<file path="config.mk">
export PLATFORM = sky130hd
export DESIGN_NAME = seq_frame_tx
export DESIGN_NICKNAME = d
export VERILOG_FILES = /design/src/rtl/seq_frame_tx.sv
export SDC_FILE = /design/constraint.sdc
export NUM_CORES = 1
export LEC_CHECK = 0
export ABC_AREA = 1
export CORE_MARGIN = 4
export CORE_UTILIZATION = 53
export DETAILED_ROUTE_END_ITERATION = 8
export PLACE_DENSITY = 0.78
export SLEW_MARGIN = 10
export SYNTH_ARGS = -nofsm -noshare
export SYNTH_HDL_FRONTEND = slang
export SYNTH_SLANG_ARGS = --single-unit
</file>
<file path="constraint.sdc">
create_clock -name clk -period 1.75 [get_ports clk]
set_input_delay 0.175 -clock clk [delete_from_list [all_inputs] [get_ports clk]]
set_output_delay 0.175 -clock clk [all_outputs]
set_load 0.01 [all_outputs]
</file>
<file path="src/rtl/seq_frame_tx.sv">
// seq_frame_tx: serial frame transmitter (preamble, MSB-first payload, optional parity, idle gap).
// Define SEQ_FRAME_TX_PARITY_EN to append an even-parity bit after the payload.
module seq_frame_tx #(
    parameter int         WIDTH    = 8,
    parameter logic [3:0] PREAMBLE = 4'b1010,
    parameter int         GAP_LEN  = 2
) (
    input  logic             clk,
    input  logic             rst,
    input  logic [WIDTH-1:0] data_in,
    input  logic             valid_in,
    output logic             ready_out,
    output logic             dout,
    output logic             dout_valid,
    output logic             busy,
    output logic             done
);
    localparam int CW = ($clog2(WIDTH) + 1 > 4) ? $clog2(WIDTH) + 1 : 4;

    typedef enum logic [2:0] {
        IDLE = 3'd0,
        PRE  = 3'd1,
        DATA = 3'd2,
        PAR  = 3'd3,
        GAP  = 3'd4
    } state_t;

    state_t           state_q, state_d;
    logic [CW-1:0]    cnt_q, cnt_d;
    logic [WIDTH-1:0] sh_q, sh_d;
    logic             dout_q, dout_d;
    logic             dv_q, dv_d;
    logic             done_q, done_d;
    logic [3:0]       pre_sh;
`ifdef SEQ_FRAME_TX_PARITY_EN
    logic             par_q, par_d;
`endif

    // cnt_q counts bits already emitted in the current state; each branch emits the next one
    always_comb begin
        state_d = state_q;
        cnt_d   = cnt_q;
        sh_d    = sh_q;
        dout_d  = 1'b0;
        dv_d    = 1'b0;
        done_d  = 1'b0;
        pre_sh  = PREAMBLE << cnt_q;
`ifdef SEQ_FRAME_TX_PARITY_EN
        par_d   = par_q;
`endif
        case (state_q)
            IDLE: begin
                if (valid_in) begin
                    state_d = PRE;
                    cnt_d   = CW'(1);
                    sh_d    = data_in;
`ifdef SEQ_FRAME_TX_PARITY_EN
                    par_d   = ^data_in;
`endif
                    dout_d  = PREAMBLE[3];
                    dv_d    = 1'b1;
                end
            end
            PRE: begin
                dv_d = 1'b1;
                if (cnt_q == CW'(4)) begin
                    state_d = DATA;
                    cnt_d   = CW'(1);
                    dout_d  = sh_q[WIDTH-1];
                    sh_d    = sh_q << 1;
                end else begin
                    cnt_d  = cnt_q + CW'(1);
                    dout_d = pre_sh[3];
                end
            end
            DATA: begin
                if (cnt_q == CW'(WIDTH)) begin
                    cnt_d = CW'(1);
`ifdef SEQ_FRAME_TX_PARITY_EN
                    state_d = PAR;
                    dout_d  = par_q;
                    dv_d    = 1'b1;
`else
                    state_d = GAP;
`endif
                end else begin
                    cnt_d  = cnt_q + CW'(1);
                    dout_d = sh_q[WIDTH-1];
                    sh_d   = sh_q << 1;
                    dv_d   = 1'b1;
                end
            end
`ifdef SEQ_FRAME_TX_PARITY_EN
            PAR: begin
                state_d = GAP;
                cnt_d   = CW'(1);
            end
`endif
            GAP: begin
                if (cnt_q == CW'(GAP_LEN)) begin
                    state_d = IDLE;
                    cnt_d   = '0;
                    done_d  = 1'b1;
                end else begin
                    cnt_d = cnt_q + CW'(1);
                end
            end
            default: begin
                state_d = IDLE;
                cnt_d   = '0;
            end
        endcase
    end

    always_ff @(posedge clk or posedge rst) begin
        if (rst) begin
            state_q <= IDLE;
            cnt_q   <= '0;
            sh_q    <= '0;
            dout_q  <= 1'b0;
            dv_q    <= 1'b0;
            done_q  <= 1'b0;
`ifdef SEQ_FRAME_TX_PARITY_EN
            par_q   <= 1'b0;
`endif
        end else begin
            state_q <= state_d;
            cnt_q   <= cnt_d;
            sh_q    <= sh_d;
            dout_q  <= dout_d;
            dv_q    <= dv_d;
            done_q  <= done_d;
`ifdef SEQ_FRAME_TX_PARITY_EN
            par_q   <= par_d;
`endif
        end
    end

    assign ready_out  = (state_q == IDLE);
    assign busy       = (state_q != IDLE);
    assign dout       = dout_q;
    assign dout_valid = dv_q;
    assign done       = done_q;
endmodule

</file>
==> key figures <==
Global route
  • GR Overflow Total: 0
  • Overall Global Routing Usage: 0.184
  • Largest net degree at the start of global routing: 19
  • Vias in the first global route: 924
  • First-pass GRT wire length: 3.93 mm
  • Initial antenna violation count: 0

Synthesis
  • Register area share after synthesis: 0.395
  • Syn Inst Count: 141
  • Mapped Area: 1140 µm²
  • Synthesized Nets: 155
  • Synth area leader: dfrtp_1
  • Total number of yosys warnings: 0
  • Mean area per synthesized cell: 8.08 µm²
  • Share of the synthesized area in the top cell type: 0.395
  • Synth top area cells: dfrtp_1 40%, nand2_1 20%, nand3_1 7.9%
  • FF+latch count, synth: 18
  • Library cells used by synthesis: 25

Floorplan
  • Die height: 54.4 µm
  • Full die area: 2960 µm²
  • Core Area: 2000 µm²
  • Die X: 54.4 µm
  • Initial Util: 0.569
  • Top-Level Pins: 16
  • Std-Cell Rows: 16

Critical path
  • Critical Path RT: 1.57 ns
  • Source of the critical timing path: state_q[1]$_DFFE_PP0P_
  • Crit end category: output pin
  • RR Endpoint: sh_q[4]$_DFFE_PP0P_
  • Reg-to-reg slack, setup: 0.14 ns
  • Crit Path Max Fanout: 3
  • R2r worst-path depth: 9
  • Crit path kind: reg -> out
  • Reg2reg start: cnt_q[0]$_DFFE_PP0P_
  • Worst path arrival time: 1.44 ns
  • Startpoint types: flip-flop
  • End of the critical path: busy

Pwr
  • Power per Cell Area: 1700 nW/µm²
  • Peak VDD IR: 0.000841 V
  • Leakage power: 0.000706 µW

Clocking
  • CTS Hold Buffers Added: 0
  • CTS tree: yes
  • Clock buffer depth: 2
  • # H-tree levels: 1
  • Root buf cell: clkbuf_4
  • Worst-path clk slew: 0.10 ns
  • Clock sinks: 18
  • Skew-Pair Late Insertion Delay: 0.30 ns
  • CTS Buf Count: 3

Run
  • Max-cap violations: 0

Final layout
  • # diodes: 0
  • Layout cell share with drive strength beyond 1: 0.190
  • Area Overhead vs Synth: 21.8%
  • Fill cells: 160
  • Post-layout util: 0.694
  • Cell area after layout: 1390 µm²
  • Nets: 178

Timing
  • Fin crit share: 0.923
  • Final Hold Vio Count: 0
  • Fmax: 619 MHz
  • Setup TNS: 0 ns
  • Max-slew violation count: 0
  • Clock Skew: 0.00368 ns
  • Final worst slack: 0.135 ns
  • Worst slew margin: 0.796
  • Min Tclk post-route: 1.62 ns
  • Unrepaired setup endpoints after global routing: no
  • Worst-Margin Slew: 0.307 ns
  • Fin Hold WS: 0.184 ns
  • Setup-failing EPs final: 0

Placed design
  • Routability congestion estimate: 0.883
  • Dpl ws: 0.116 ns
  • DP Area: 1320 µm²
  • Count of input and output buffers: 15
  • Hpwl dp: 1.73 mm

Detailed routing
  • 1st-iter DRT viols: 26
  • Via Count: 936
  • Detailed-router iteration count before antenna repair: 4
  • Detail Route Antenna Nets: 0
  • # DRC: 0
  • WL/cell: 12.1 µm
  • Detailed-route wire length: 2.29 mm
  • Post-DR vias/cell: 4.93

Min path
  • Worst Hold Class: in -> async

Run status
  • Status: finished, final reports clean
layer usage:
metal	part of all wire	track usage
met1	0.49	0.237
met2	0.45	0.309
met3	0.038	0.0300
met5	0	0
met4	0.013	0.0664
placed cells by master (no fill, tap or decap), drive strengths merged:
cell type and count:
clkbuf 4, o21ai 5, inv 10, a21oi 2, xor2 2, nor2 11
nand4 1, buf 5, clkdlybuf4s50 14, nand2 65, nand3 20, clkinv 1
dlygate4sd2 1, ha 3, nor3 1, dfrtp 18
sequential cells by signal, indices dropped and copies added, names as in the netlist:
register and flops:
dout 1, cnt_q 4, sh_q 8, state_q 3
done 1, dout_valid 1
layout make-up:
class	instances	area [µm²]	share of cell area
clock buffers	4	36.3	0.0261
inverters	11	43.8	0.0315
multi-input cells	110	636	0.458
flip-flops and latches	18	453	0.326
well taps	27	33.8	0.0243
repair buffers	20	186	0.134
logic make-up after synthesis:
| logic type | count (synthesis) | share of synthesized area |
|---|---|---|
| adders and majority gates | 3 | 0.0329 |
| DFF | 18 | 0.395 |
| and+or+nand+nor | 98 | 0.470 |
| buffers and inverters | 13 | 0.0494 |
| AOI/OAI and AO/OA | 7 | 0.0373 |
| xor gates and xnor gates | 2 | 0.0154 |
how the worst min path moves through the flow:
stage	slack, ns	to	start
2_1_floorplan	0.11	cnt_q[0]$_DFFE_PP0P_	rst
3_3_place_gp	0.47	sh_q[6]$_DFFE_PP0P_	sh_q[6]$_DFFE_PP0P_
3_5_place_dp	0.47	sh_q[3]$_DFFE_PP0P_	sh_q[3]$_DFFE_PP0P_
4_1_cts	0.18	state_q[0]$_DFFE_PP0P_	rst
5_1_grt	0.21	state_q[0]$_DFFE_PP0P_	rst
6_report	0.18	state_q[0]$_DFFE_PP0P_	rst
report_power, final:
| group | switching (µW) | internal, µW | total (µW) |
|---|---|---|---|
| combinational | 854 | 535 | 1390 |
| sequential | 129 | 585 | 714 |
| clock | 133 | 127 | 260 |
stage by stage:
step,total power [µW],std cells
after floorplan,1720,141
after global placement,2030,182
after detailed placement,2060,182
after CTS,2370,190
after global routing,2580,190
final,2360,190
synthesized netlist by cell type:
cell type	number
inv_2	2
buf_4	1
nor2_2	1
inv_4	1
o21ai_1	1
o21ai_0	3
nor3_1	1
nor2_1	3
nand3_2	2
a21oi_1	1
clkinv_1	1
o21ai_2	1
inv_1	7
nor2_8	4
buf_2	1
ha_1	3
nand4_1	1
nor2_4	3
dfrtp_1	18
xor2_1	2
nand2_4	3
nand2_8	1
a21oi_2	1
nand2_1	61
nand3_1	18
worst max-delay path, cell delays in order (launching register included):
cell	delay, ns
dfrtp_2	0.44
nor2_4	0.14
nand2_4	0.08
clkdlybuf4s50_1	0.48
timing repair:
item,4_1_cts,5_1_grt
setup endpoints to repair,2,3
gates resized for setup,3,1
buffers inserted,4,0
pin swaps,1,0
No activity file was read; power rests on OpenSTA's default activity.
